==> config.mk <==
export PLATFORM = sky130hd
export DESIGN_NAME = instr_fetch
export DESIGN_NICKNAME = d
export VERILOG_FILES = /design/src/rtl/ifetch_pkg.sv /design/src/rtl/instr_fetch.sv
export VERILOG_INCLUDE_DIRS = /design/src /design/src/rtl
export SDC_FILE = /design/constraint.sdc
export NUM_CORES = 1
export LEC_CHECK = 0
export BUFFER_PORTS_ARGS = -buffer_cell sky130_fd_sc_hd__buf_4
export CAP_MARGIN = 20
export CORE_AREA = 2 2 82 84
export CTS_CLUSTER_SIZE = 10
export DETAILED_ROUTE_END_ITERATION = 12
export DIE_AREA = 0 0 84 86
export PLACE_DENSITY_LB_ADDON = 0.05
export REMOVE_ABC_BUFFERS = 1
export SYNTH_ARGS = -nofsm -noshare
export SYNTH_HDL_FRONTEND = slang
export SYNTH_SLANG_ARGS = --single-unit
==> constraint.sdc <==
create_clock -name clk -period 1.9 [get_ports clk]
set_clock_uncertainty 0.2 [all_clocks]
set_input_delay 0.19 -clock clk [delete_from_list [all_inputs] [get_ports clk]]
set_output_delay 0.19 -clock clk [all_outputs]
set_load 0.01 [all_outputs]
==> src/rtl/global_defines.sv <==
// TinyMCU-wide opcode encodings shared by the fetch stage, the decoder and the benches.
`ifndef GLOBAL_DEFINES_SV
`define GLOBAL_DEFINES_SV
`define OP_NOP  8'h00
`define OP_LDAI 8'h10
`define OP_LDBI 8'h11
`define OP_LDA  8'h20
`define OP_STA  8'h21
`endif

==> src/rtl/ifetch_pkg.sv <==
// Fetch-stage types: FSM states, opcode constants and instruction-length decode.
package ifetch_pkg;
`include "global_defines.sv"

  typedef enum logic [2:0] {S_RST, S_OP, S_B1, S_B2, S_VALID, S_HALT} state_t;

  localparam logic [7:0] OP_NOP  = `OP_NOP;
  localparam logic [7:0] OP_LDAI = `OP_LDAI;
  localparam logic [7:0] OP_LDBI = `OP_LDBI;
  localparam logic [7:0] OP_LDA  = `OP_LDA;
  localparam logic [7:0] OP_STA  = `OP_STA;

  // Total bytes including the opcode; unknown opcodes are treated as 1-byte.
  function automatic logic [1:0] insn_len(input logic [7:0] op);
    case (op)
      `OP_LDAI, `OP_LDBI: insn_len = 2'd2;
      `OP_LDA,  `OP_STA:  insn_len = 2'd3;
      default:            insn_len = 2'd1;
    endcase
  endfunction

  function automatic logic insn_known(input logic [7:0] op);
    case (op)
      `OP_NOP, `OP_LDAI, `OP_LDBI, `OP_LDA, `OP_STA: insn_known = 1'b1;
      default:                                       insn_known = 1'b0;
    endcase
  endfunction
endpackage

==> src/rtl/instr_fetch.sv <==
// Fetch stage: reads 1-3 program bytes from RAM and presents one instruction word; IFETCH_ILLEGAL_OP_EN adds halt on unknown opcodes.
// Latency: 1/2/3 cycles from opcode fetch to instr_valid; one idle bus cycle per instruction.
// Backpressure: word held in S_VALID with the bus idle until instr_ready; jump_en overrides everything.
module instr_fetch
  import ifetch_pkg::*;
#(
  parameter logic [2:0]  RAM_DEVICE   = 3'b001,
  parameter logic [15:0] RESET_VECTOR = 16'h0000
) (
  input  logic        clk,
  input  logic        rst_n,
  output logic [2:0]  device_select,
  output logic [15:0] addr_out,
  output logic        oe,
  input  logic [7:0]  data_in,
  output logic        instr_valid,
  input  logic        instr_ready,
  output logic [7:0]  opcode,
  output logic [15:0] operand,
  output logic [15:0] instr_pc,
  input  logic        jump_en,
  input  logic [15:0] jump_addr,
  output logic        illegal_op
);

  state_t      state;
  logic [15:0] pc;
  logic        fetching;

  // Bus is decoded from state so an asynchronous reset idles it immediately.
  assign fetching      = (state == S_OP) || (state == S_B1) || (state == S_B2);
  assign oe            = fetching;
  assign device_select = fetching ? RAM_DEVICE : 3'b000;
  assign addr_out      = fetching ? pc : 16'h0000;
  assign instr_valid   = (state == S_VALID);

`ifdef IFETCH_ILLEGAL_OP_EN
  logic illegal_q;
  assign illegal_op = illegal_q;
`else
  assign illegal_op = 1'b0;
`endif

  always_ff @(posedge clk or negedge rst_n) begin
    if (!rst_n) begin
      state    <= S_RST;
      pc       <= RESET_VECTOR;
      opcode   <= 8'h00;
      operand  <= 16'h0000;
      instr_pc <= 16'h0000;
`ifdef IFETCH_ILLEGAL_OP_EN
      illegal_q <= 1'b0;
`endif
    end else if (jump_en && state != S_RST) begin
      // Redirect discards any partial fetch and also consumes a pending word.
      pc    <= jump_addr;
      state <= S_OP;
`ifdef IFETCH_ILLEGAL_OP_EN
      illegal_q <= 1'b0;
`endif
    end else begin
      case (state)
        S_RST: state <= S_OP;
        S_OP: begin
          opcode   <= data_in;
          instr_pc <= pc;
          operand  <= 16'h0000;
          pc       <= pc + 16'd1;
`ifdef IFETCH_ILLEGAL_OP_EN
          if (!insn_known(data_in)) begin
            illegal_q <= 1'b1;
            state     <= S_HALT;
          end else
`endif
          if (insn_len(data_in) == 2'd1) state <= S_VALID;
          else                           state <= S_B1;
        end
        S_B1: begin
          operand[7:0] <= data_in;
          pc           <= pc + 16'd1;
          state        <= (insn_len(opcode) == 2'd2) ? S_VALID : S_B2;
        end
        S_B2: begin
          operand[15:8] <= data_in;
          pc            <= pc + 16'd1;
          state         <= S_VALID;
        end
        S_VALID: if (instr_ready) state <= S_OP;
`ifdef IFETCH_ILLEGAL_OP_EN
        S_HALT: state <= S_HALT;
`endif
        default: state <= S_RST;
      endcase
    end
  end

endmodule

==> metrics.txt <==
layout cells sized above 1 0.337; Synth Instances 323; vias 2674; Final ANT Viol Nets 0; First DRT Iteration DRCs 113; global route total overflow 0; residual DRC count 0; synth cell count leaders 106 x nand2_1, 59 x dfrtp_1, 22 x nor2_1; failing checks negative hold slack; Fin. Hold Viols 1; WL per Instance 14.1 um; #FFs+latches synth 59; port bufs 86; Worst Path Arrival 1.88 ns; Starting Density 0.452; Core Box Area 6280 um^2; Final nets 488; Total GRT Usage 0.221; Most used DFF post-synth dfrtp_1; clk slew on worst S/H paths 0.07 ns; Max Slew Vio Count 0; count leader, synth nand2_1; Synth cell types 42; cell chosen for the clock root clkbuf_8; fin crit share 0.978; Clock Latency Late Sink 0.34 ns; fmax 0.538 GHz; CP endpoint kind flop; post-layout util 0.684; critical path's slowest cell or4_4; TritonRoute pass-1 iters 4; grt met1 use 0.266; top-area cell type share of the netlist area 0.520; RePlAce Congestion 0.769; endpoints failing setup 0; Post-DP Area 3680 um^2; Die H 86 um; critical path class reg -> reg; critical-path maximum fanout 3; cts bufs inserted 9; CTS H-Tree Depth 3; Netlist Area Pre-Place 2840 um^2; Post-synth ARST share 1.00; yosys warns 0; vias in the first global route 2696; die area 7220 um^2; CTS tree done; largest net degree at the start of global routing 35; main area contributors after synthesis dfrtp_1 52%, nand2_1 14%, o21ai_0 3.0%; outcome complete, but fails checks; Vias/cell 4.95; minimum clock period 1.86 ns; DP Cell Count 491; Setup TNS 0 ns; Final Non-Filler Cells 540; dpl hpwl 5190 um; IO Count 90; Hold Crit Class in -> reg; FP Rows 29; worst path bufs/invs 1; Leakage 0.00209 uW; required time of the worst setup path 1.92 ns; post-synthesis area per instance 8.79 um^2; final instance area 4290 um^2; first-pass GRT wire length 12600 um; total wire length 7600 um; worst vdd ir 0.000551 V; clk sinks 59; area delta synth->final 51.3%; CP Cell Sequence or4_4 > nor4b_4 > buf_4 > o22a_1 > o21bai_1; final hold slack -0.0303 ns; met3 usage 0.0385; sequential share of the synthesized area 0.520; number of synthesized flops with an enable pin 0; antenna diode instance count 0; CP startpoint kind flop; die width 84 um; layer with the highest usage met2; antenna violations before repair 0; CTS Buffer Depth 2; Max Cap Viol 0; cell family with most CP delay simple AND/OR/NAND/NOR gates; max incr delay on CP 0.56 ns; M2 GR Usage 0.393; pwr dens 928 nW/um^2; area leader, netlist dfrtp_1; unrepaired setup endpoints after global routing yes
==> cells by family after synthesis <==
kind of cell,count (synthesis),share of synthesized area
flip-flops,59,0.520
other,1,0.00132
buffers and inverters,28,0.0586
adder cells (fa/ha/maj),1,0.00441
AO/OA/AOI/OAI,48,0.100
AND/OR/NAND/NOR,176,0.284
XOR/XNOR,10,0.0309
==> final timing paths <==
kind,startpoint,end,slack (ns),cells after the start
max,opcode[1],state[0],0.04,5
min,jump_en,state[2],-0.03,4
max reg2reg,opcode[1],state[0],0.04,5
min reg2reg,operand[8],operand[8],0.28,2
max in group asynchronous,rst_n,instr_pc[5],0.89,3
min in group asynchronous,rst_n,operand[9],0.11,2
==> placed cells by master (no fill, tap or decap), drive strengths merged, types with 4 or more instances in the layout <==
cell type,count
nand2,106
o21ai,23
nor2,22
and2,13
a21oi,10
dlygate4sd3,27
inv,4
xnor2,5
xor2,5
buf,119
a31oi,7
clkbuf,14
nand4,7
dfrtp,59
==> through the flow <==
stage	hold WS [ns]	power, uW	worst slack (ns)
3_3_place_gp	-0.0735	2790	0.0776
5_1_grt	0.0135	4210	-0.0471
2_1_floorplan	-0.306	2150	-1.04
3_5_place_dp	-0.0685	2810	0.0120
6_report	-0.0303	3980	0.0420
4_1_cts	0.00519	3920	0.0142
==> sequential cells by signal, summed over array words and instances, names as in the netlist <==
register / flops
instr_pc: 16
pc: 16
operand: 16
state: 3
opcode: 8
==> where the power goes <==
part	switching [uW]	internal [uW]
clock	479	569
sequential	160	1460
combinational	636	680
total	1280	2710
==> repair_timing <==
item | in CTS | in global routing
buffers inserted | 2 | 4
endpoints found under the setup margin | 15 | 15
resized for setup | 4 | 17
cloned | 0 | 1
endpoints found under the hold margin | 102 | 0
hold buffers | 27 | 0
pin swaps | 2 | 4
==> cell type report <==
type / count / area [um^2]
well taps: 77 / 96.3
inverters: 4 / 17.5
multi-input cells: 238 / 1290
clock inverters: 2 / 10.0
flip-flops and latches: 59 / 1480
repair buffers: 147 / 1230
clock buffers: 13 / 169
fillers: 530 / 1980
==> metal layers <==
layer	routed length, um	share of wire	vias up
met5	0	0	-
met4	153	0.020	0
met3	335	0.044	13
met2	3900	0.51	71
met1	3210	0.42	1257
li1	-	-	1333
==> worst reg2reg max path: cells and delay by family, from the launching register on <==
kind                   cells  cell delay [ns]
and+or+nand+nor            2             0.83
DFF                        1             0.38
AOI/OAI and AO/OA          2             0.19
buffers and inverters      1             0.16
(Power assumes the default switching activity.)
